<file path="config.mk">
export PLATFORM = sky130hd
export DESIGN_NAME = v810_bus_ctlr
export DESIGN_NICKNAME = d
export VERILOG_FILES = /design/src/rtl/v810_bus_ctlr.sv
export SDC_FILE = /design/constraint.sdc
export NUM_CORES = 1
export LEC_CHECK = 0
export ABC_CLOCK_PERIOD_IN_PS = 6500
export CAP_MARGIN = 20
export CORE_ASPECT_RATIO = 1.5
export CORE_MARGIN = 1
export CORE_UTILIZATION = 56
export DETAILED_ROUTE_END_ITERATION = 16
export GPL_ROUTABILITY_DRIVEN = 0
export HOLD_SLACK_MARGIN = 0.05
export PLACE_DENSITY = 0.91
export RECOVER_POWER = 25
export SETUP_SLACK_MARGIN = 0.15
export SYNTH_ARGS = -nofsm -noshare
export SYNTH_HDL_FRONTEND = slang
export SYNTH_SLANG_ARGS = --single-unit
</file>
<file path="constraint.sdc">
create_clock -name CLK -period 6.5 [get_ports CLK]
set_clock_uncertainty 0.2 [all_clocks]
set_input_delay 0.65 -clock CLK [delete_from_list [all_inputs] [get_ports CLK]]
set_output_delay 0.65 -clock CLK [all_outputs]
set_load 0.1 [all_outputs]
</file>
<file path="src/rtl/v810_bus_ctlr.sv">
// External-bus controller for the V810: decodes each bus cycle into a chip select,
// counts region wait states, and returns READYn/SZRQn. Unmapped accesses time out and report an error.
module v810_bus_ctlr #(
    parameter int ROM_WS  = 2,
    parameter int RAM_WS  = 0,
    parameter int IO_WS   = 1,
    parameter int TIMEOUT = 15
) (
    input  logic        CLK,
    input  logic        CE,
    input  logic        RES,
    input  logic [31:0] A,
    input  logic        MRQn,
    input  logic        RW,
    input  logic        BCYSTn,
    input  logic        DAn,
    output logic        READYn,
    output logic        SZRQn,
    output logic        ROM_CEn,
    output logic        RAM_CEn,
    output logic        IO_CEn,
    output logic        RAM_WEn,
    output logic        BUSERR,
    output logic [31:0] ERR_ADDR
);

    typedef enum logic [1:0] {S_IDLE, S_CNT, S_RDY} state_t;
    typedef enum logic [2:0] {R_NONE, R_RAM, R_ROM, R_IO, R_UNM} region_t;

    function automatic region_t decode(input logic [31:0] a);
        if (!a[31])                   return R_RAM;
        else if (a[31:20] == 12'hFFF) return R_ROM;
        else if (a[31:24] == 8'h80)   return R_IO;
        else                          return R_UNM;
    endfunction

    state_t      state_q, state_d;
    region_t     region_q, region_d;
    logic [31:0] addr_q, addr_d;
    logic        rw_q, rw_d;
    logic [7:0]  cnt_q, cnt_d;
    logic [7:0]  load;

    logic        ready_q, ready_d;
    logic        szrq_q, szrq_d;
    logic        rom_ce_q, rom_ce_d;
    logic        ram_ce_q, ram_ce_d;
    logic        io_ce_q, io_ce_d;
    logic        ram_we_q, ram_we_d;
    logic        buserr_q, buserr_d;
    logic [31:0] err_addr_q, err_addr_d;

    // The data strobe is observed by the system but carries no control meaning here.
    logic unused_dan;
    assign unused_dan = DAn;

    always_comb begin
        state_d  = state_q;
        region_d = region_q;
        addr_d   = addr_q;
        rw_d     = rw_q;
        cnt_d    = cnt_q;
        load     = 8'd0;
        case (state_q)
            S_IDLE: begin
                if (!BCYSTn) begin
                    addr_d = A;
                    rw_d   = RW;
                    if (MRQn) begin
                        region_d = R_NONE;
                        state_d  = S_RDY;
                    end else begin
                        region_d = decode(A);
                        case (region_d)
                            R_RAM:   load = 8'(RAM_WS);
                            R_ROM:   load = 8'(ROM_WS);
                            R_IO:    load = 8'(IO_WS);
                            default: load = 8'(TIMEOUT - 1);
                        endcase
                        // The counter holds the cycles still to wait before READYn;
                        // zero means READYn coincides with the first select cycle.
                        cnt_d   = load;
                        state_d = (load == 8'd0) ? S_RDY : S_CNT;
                    end
                end
            end
            S_CNT: begin
                if (cnt_q <= 8'd1) state_d = S_RDY;
                else               cnt_d   = cnt_q - 8'd1;
            end
            S_RDY:   state_d = S_IDLE;
            default: state_d = S_IDLE;
        endcase
    end

    // Outputs are registered from the next state so selects appear the cycle after acceptance.
    always_comb begin
        rom_ce_d   = !(state_d != S_IDLE && region_d == R_ROM);
        ram_ce_d   = !(state_d != S_IDLE && region_d == R_RAM);
        io_ce_d    = !(state_d != S_IDLE && region_d == R_IO);
        ram_we_d   = ram_ce_d | rw_d;
        ready_d    = (state_d != S_RDY);
        szrq_d     = !(state_d == S_RDY && region_d == R_ROM);
        buserr_d   = (state_d == S_RDY && region_d == R_UNM);
        err_addr_d = buserr_d ? addr_d : err_addr_q;
    end

    always_ff @(posedge CLK) begin
        if (RES) begin
            state_q    <= S_IDLE;
            region_q   <= R_NONE;
            addr_q     <= 32'd0;
            rw_q       <= 1'b1;
            cnt_q      <= 8'd0;
            ready_q    <= 1'b1;
            szrq_q     <= 1'b1;
            rom_ce_q   <= 1'b1;
            ram_ce_q   <= 1'b1;
            io_ce_q    <= 1'b1;
            ram_we_q   <= 1'b1;
            buserr_q   <= 1'b0;
            err_addr_q <= 32'd0;
        end else if (CE) begin
            state_q    <= state_d;
            region_q   <= region_d;
            addr_q     <= addr_d;
            rw_q       <= rw_d;
            cnt_q      <= cnt_d;
            ready_q    <= ready_d;
            szrq_q     <= szrq_d;
            rom_ce_q   <= rom_ce_d;
            ram_ce_q   <= ram_ce_d;
            io_ce_q    <= io_ce_d;
            ram_we_q   <= ram_we_d;
            buserr_q   <= buserr_d;
            err_addr_q <= err_addr_d;
        end
    end

    assign READYn   = ready_q;
    assign SZRQn    = szrq_q;
    assign ROM_CEn  = rom_ce_q;
    assign RAM_CEn  = ram_ce_q;
    assign IO_CEn   = io_ce_q;
    assign RAM_WEn  = ram_we_q;
    assign BUSERR   = buserr_q;
    assign ERR_ADDR = err_addr_q;

endmodule

</file>
; ---- Word-level counts from Yosys, hierarchy flattened
; Cells that the tools add are included.
[classes]
n_addsub = 1
magnitude_cmp = 1
eq_ne = 15
muxes = 26
n_bitwise = 1
reduce_logical = 15
[ops]
columns = op, n
row1 = 2-to-1 mux 32 bit, 2
row2 = 2-to-1 mux 8 bit, 6
row3 = 2-to-1 mux 3 bit, 9
row4 = one-hot mux 8 bit (2 select lines), 1
row5 = equality test 12 bit (second input constant), 1
row6 = equality test 3 x 2 -> 1 bit (second input constant), 4
row7 = one-hot mux 4 bit (3 select lines), 1
row8 = equality test 8 bit (second input constant), 1
row9 = less-or-equal comparator 8 x 1 -> 1 bit (second input constant), 1
row10 = logical NOT 8 bit, 1
row11 = 2-to-1 mux 2 bit, 4
row12 = != test 2 bit (second input constant), 4
row13 = subtractor 8 x 1 -> 8 bit (second input constant), 1
row14 = equality test 3 x 1 -> 1 bit (second input constant), 2
row15 = logical AND 1 bit, 5
row16 = AND reduction 5 bit, 1
row17 = logical NOT 1 bit, 4
row18 = one-hot mux 2 bit (2 select lines), 1
row19 = nonzero test 2 bit, 2
row20 = equality test 3 bit (second input constant), 1
row21 = equality test 2 x 1 -> 1 bit (second input constant), 1
row22 = equality test 2 bit (second input constant), 1
row23 = logical NOT 2 bit, 1
row24 = 2-to-1 mux 1 bit, 2
row25 = 2 further kinds, 2
[totals]
regBits = 85
input_bits = 39
out_inout_bits = 39
elab_cells = 72

; ---- Longest topological paths before layout
[depth]
word_depth = 21
depth_mapped = 9

; ---- Worst setup path after synthesis
; OpenSTA, ideal clock, no wires.
[synth_timing]
path_type = input port to flip-flop
from = input port BCYSTn
to = register err_addr_q[11] (netlist: ERR_ADDR[11])
setup_ps = 121
arrival_ps = 2367
setup_slack_ps = 3812
path_stages = 8
path_buffers = 3
path_cell_list = or4b_4 > buf_6 > a21oi_2 > a41oi_1 > or3_1 > buf_6 > buf_6 > mux2_4
[synth_via]
elab_chain_len = 5
elab_cells_between_ends = 10
[synth_lines]
columns = element, line_no
row1 = from (decl), 15  ; input logic BCYSTn,
row2 = 2-to-1 mux 2 bit or 2-to-1 mux 3 bit (tied branches), 66  ; if (!BCYSTn) begin
row3 = one-hot mux 2 bit (2 select lines) or 2-to-1 mux 3 bit (tied branches), 64  ; case (state_q)
row4 = equality test 2 bit or equality test 3 bit (tied branches), 104  ; buserr_d = (state_d == S_RDY && region_d == R_UNM);
row5 = logical AND 1 bit, 104
row6 = AND reduction 2 bit (no source line), -
row7 = to (signal assigned), 136  ; err_addr_q <= err_addr_d;
row8 = to (decl), 51  ; logic [31:0] err_addr_q, err_addr_d;
; Parallel ways exist; a longest one is shown, timed or not.
; A chain may end at the register's enable or synchronous reset.

; ---- Worst setup path in the final report
[layout_timing]
from = input port BCYSTn
to = register err_addr_q[8] (netlist: ERR_ADDR[8])
; The elaborated chain is that of the path after synthesis.

==> results.txt <==
Min-delay worst type: register to register
Hold buffers post-CTS: 0
Post-DRT Antenna Nets: 0
Global-route wire length before repair: 16.6 mm
Slew margin rel.: -10.2%
Die width: 71.7 um
Failing checks: capacitance limit, slew limit
CP Buf/Inv Count: 2
Worst-Margin Slew: 1.65 ns
Syn nets: 536
CP required: 6.55 ns
Worst skew pair latency: 0.36 ns
Postcts setup bufs: 0
First-pass detailed-route iteration total: 5
Max Slew Vio Count: 37
DR vias/cell: 5.92
Post-DP HPWL: 6.28 mm
Slowest cell on crit path: clkbuf_1
Total track usage: 26.9%
Worst path cell trace: clkdlybuf4s50_1 > or3_1 > clkbuf_1 > nor2_1 > a221oi_1 > or3_2 > mux2_1
Clock sinks: 85
Port-buffer cells: 76
Root Driver: clkbuf_8
Clock buffer depth: 2
Post-synth EDFFs: 0
Kind of end point of the critical path: register
ANT cells: 0
WS Path Type: primary input to register
Worst ir drop on vdd: 0.130 mV
Filler cells: 504
Fmax: 212 MHz
Final worst-path cycle share: 72.7%
Dpl ws: 2.06 ns
Top-level I/O count: 78
Drt total wl: 10.0 mm
Post-place instance area: 0.00479 mm2
Initial Utilization: 58.8%
Yosys Warn Count: 0
Residual DRC: 0
Post-synthesis cell area: 0.00408 mm2
Max Cap Violations: 1
Fin Setup TNS: 0 ns
Pwr Total: 1.13 mW
Worst path arrival time: 4.78 ns
Vias in the first global route: 3569
WL/cell: 15.8 um
Die H: 107 um
Hold Vio Cnt, Final: 0
Library cells used by synthesis: 51
Design area: 0.00501 mm2
Slowest stage delay, CP: 1.20 ns
Vias: 3738
RSZ-0062 raised after global routing: no
Crit path time final: 4.73 ns
Status: finished, violations left
Post-cts gate resize count: 0
Top delay family on crit path: buffers and inverters
Syn-to-layout area delta: 22.6%
Final worst slack: 1.77 ns
Synthesized flop and latch total: 85
Row count: 37
Reg area: 0.00170 mm2
Initial antenna violation count: 0
Die area: 0.00765 mm2
LEAKAGE: 1.96 nW
Clock transition at path regs: 0.09 ns
Synth Area per Inst: 8.25 um2
TritonCTS buffer count: 9
H-tree depth: 3
Footprint of the multi-input gates: 0.00218 mm2
PwrDens: 225 mW/mm2
Sequential area share after synthesis: 41.7%
# setup viols final: 0
Setup crit start kind: primary input
Asr flop ratio synth: 0%
CP Max Fanout: 36
Synth Flop Type: dfxtp_1
Final hold slack: 0.259 ns
Core ar.: 0.00694 mm2
Layout Nets: 589
Largest net degree at the start of global routing: 118
TritonCTS clock tree: yes
Post-Syn Instances: 495
GRT overflow: 0
Initial DRC count: 406
Layout cells sized above 1: 9.58%
==> worst reg2reg max path: stages, from the launching register on <==
cell and delay [ns]:
dfxtp_1 0.53, or3_1 0.21, clkbuf_1 1.20, nor2_1 0.23
a221oi_1 0.56, or3_2 0.96, mux2_1 0.40
==> worst paths after layout <==
path / start / endpoint / cells after the start / slack, ns
worst max-delay path: BCYSTn / ERR_ADDR[8] / 7 / 1.77
worst min-delay path: addr_q[22] / addr_q[22] / 2 / 0.26
worst max register to register: state_q[0] / ERR_ADDR[8] / 6 / 2.10
worst min register to register: addr_q[22] / addr_q[22] / 2 / 0.26
==> layout make-up <==
| type | count | share of cell area [%] |
|---|---|---|
| Multi-Input combinational cell | 368 | 43.4 |
| Sequential cell | 85 | 34.0 |
| Timing Repair Buffer | 79 | 15.7 |
| Clock buffer | 10 | 2.75 |
| Tap cell | 78 | 1.95 |
| Clock inverter | 6 | 1.85 |
| Inverter | 5 | 0.375 |
==> state kept, by name, indices dropped and copies added, names as in the netlist <==
signal,flops
addr_q,32
RAM_CEn,1
cnt_q,8
rw_q,1
SZRQn,1
READYn,1
BUSERR,1
ROM_CEn,1
RAM_WEn,1
ERR_ADDR,32
region_q,3
state_q,2
IO_CEn,1
==> cells in the final DEF, fill, tap and decap left out, drive strengths merged, types with 3 or more instances in the layout <==
master and count:
nor2b 34, nor4 4, inv 7, or2 3
o21ai 7, nor2 21, dfxtp 85, dlygate4sd3 20
buf 3, nor3 7, nand2b 7, clkdlybuf4s50 55
o211ai 3, xor2 3, a21oi 75, or3 5
clkbuf 11, a211oi 3, nand2 131, mux2 32
nand4 3
==> routing by layer <==
layer / up-vias / global-route usage, % / share of wire, %
li1: 1776 / - / -
met1: 1799 / 33.3 / 41
met2: 143 / 45.9 / 51
met3: 20 / 5.64 / 5.5
met4: 0 / 9.24 / 2.1
met5: - / 0 / 0
==> through the flow <==
step	utilization (%)	cells
after global routing	72.1	631
after global placement	68.8	614
after CTS	72.3	631
final	72.1	631
after floorplan	-	495
after detailed placement	69.0	615
==> cell usage after synthesis (3+ instances only) <==
cell type / instances / share of area (%)
nor4_1: 4 / 0.61
nand4_1: 3 / 0.46
a211oi_1: 3 / 0.55
o21ai_0: 5 / 0.61
buf_6: 6 / 1.7
mux2_1: 3 / 0.83
or3_1: 5 / 0.77
inv_1: 5 / 0.46
a21oi_1: 74 / 9.1
nor2_1: 21 / 1.9
xor2_1: 3 / 0.64
clkbuf_1: 27 / 2.5
nand2b_1: 7 / 1.1
nand2_1: 131 / 12
mux2_4: 29 / 11
nor2b_1: 34 / 5.2
dfxtp_1: 85 / 42
o211ai_1: 3 / 0.55
nor3_1: 5 / 0.61
==> kinds of logic (layout without fill, tap and decap cells) <==
group	after synthesis	after routing	share of synthesized area, %
AND/OR/NAND/NOR	222	222	25.1
AO/OA/AOI/OAI	108	108	15.3
flip-flops	85	85	41.7
buffers and inverters	42	100	5.02
multiplexers	33	33	11.7
XOR/XNOR	3	3	0.643
adder cells (fa/ha/maj)	2	2	0.613
==> power breakdown <==
part | total, mW | switching [mW] | internal (mW)
Combinational | 0.151 | 0.0942 | 0.0566
Clock | 0.430 | 0.201 | 0.230
Sequential | 0.547 | 0.0106 | 0.536
No activity file was read; power rests on OpenSTA's default activity.
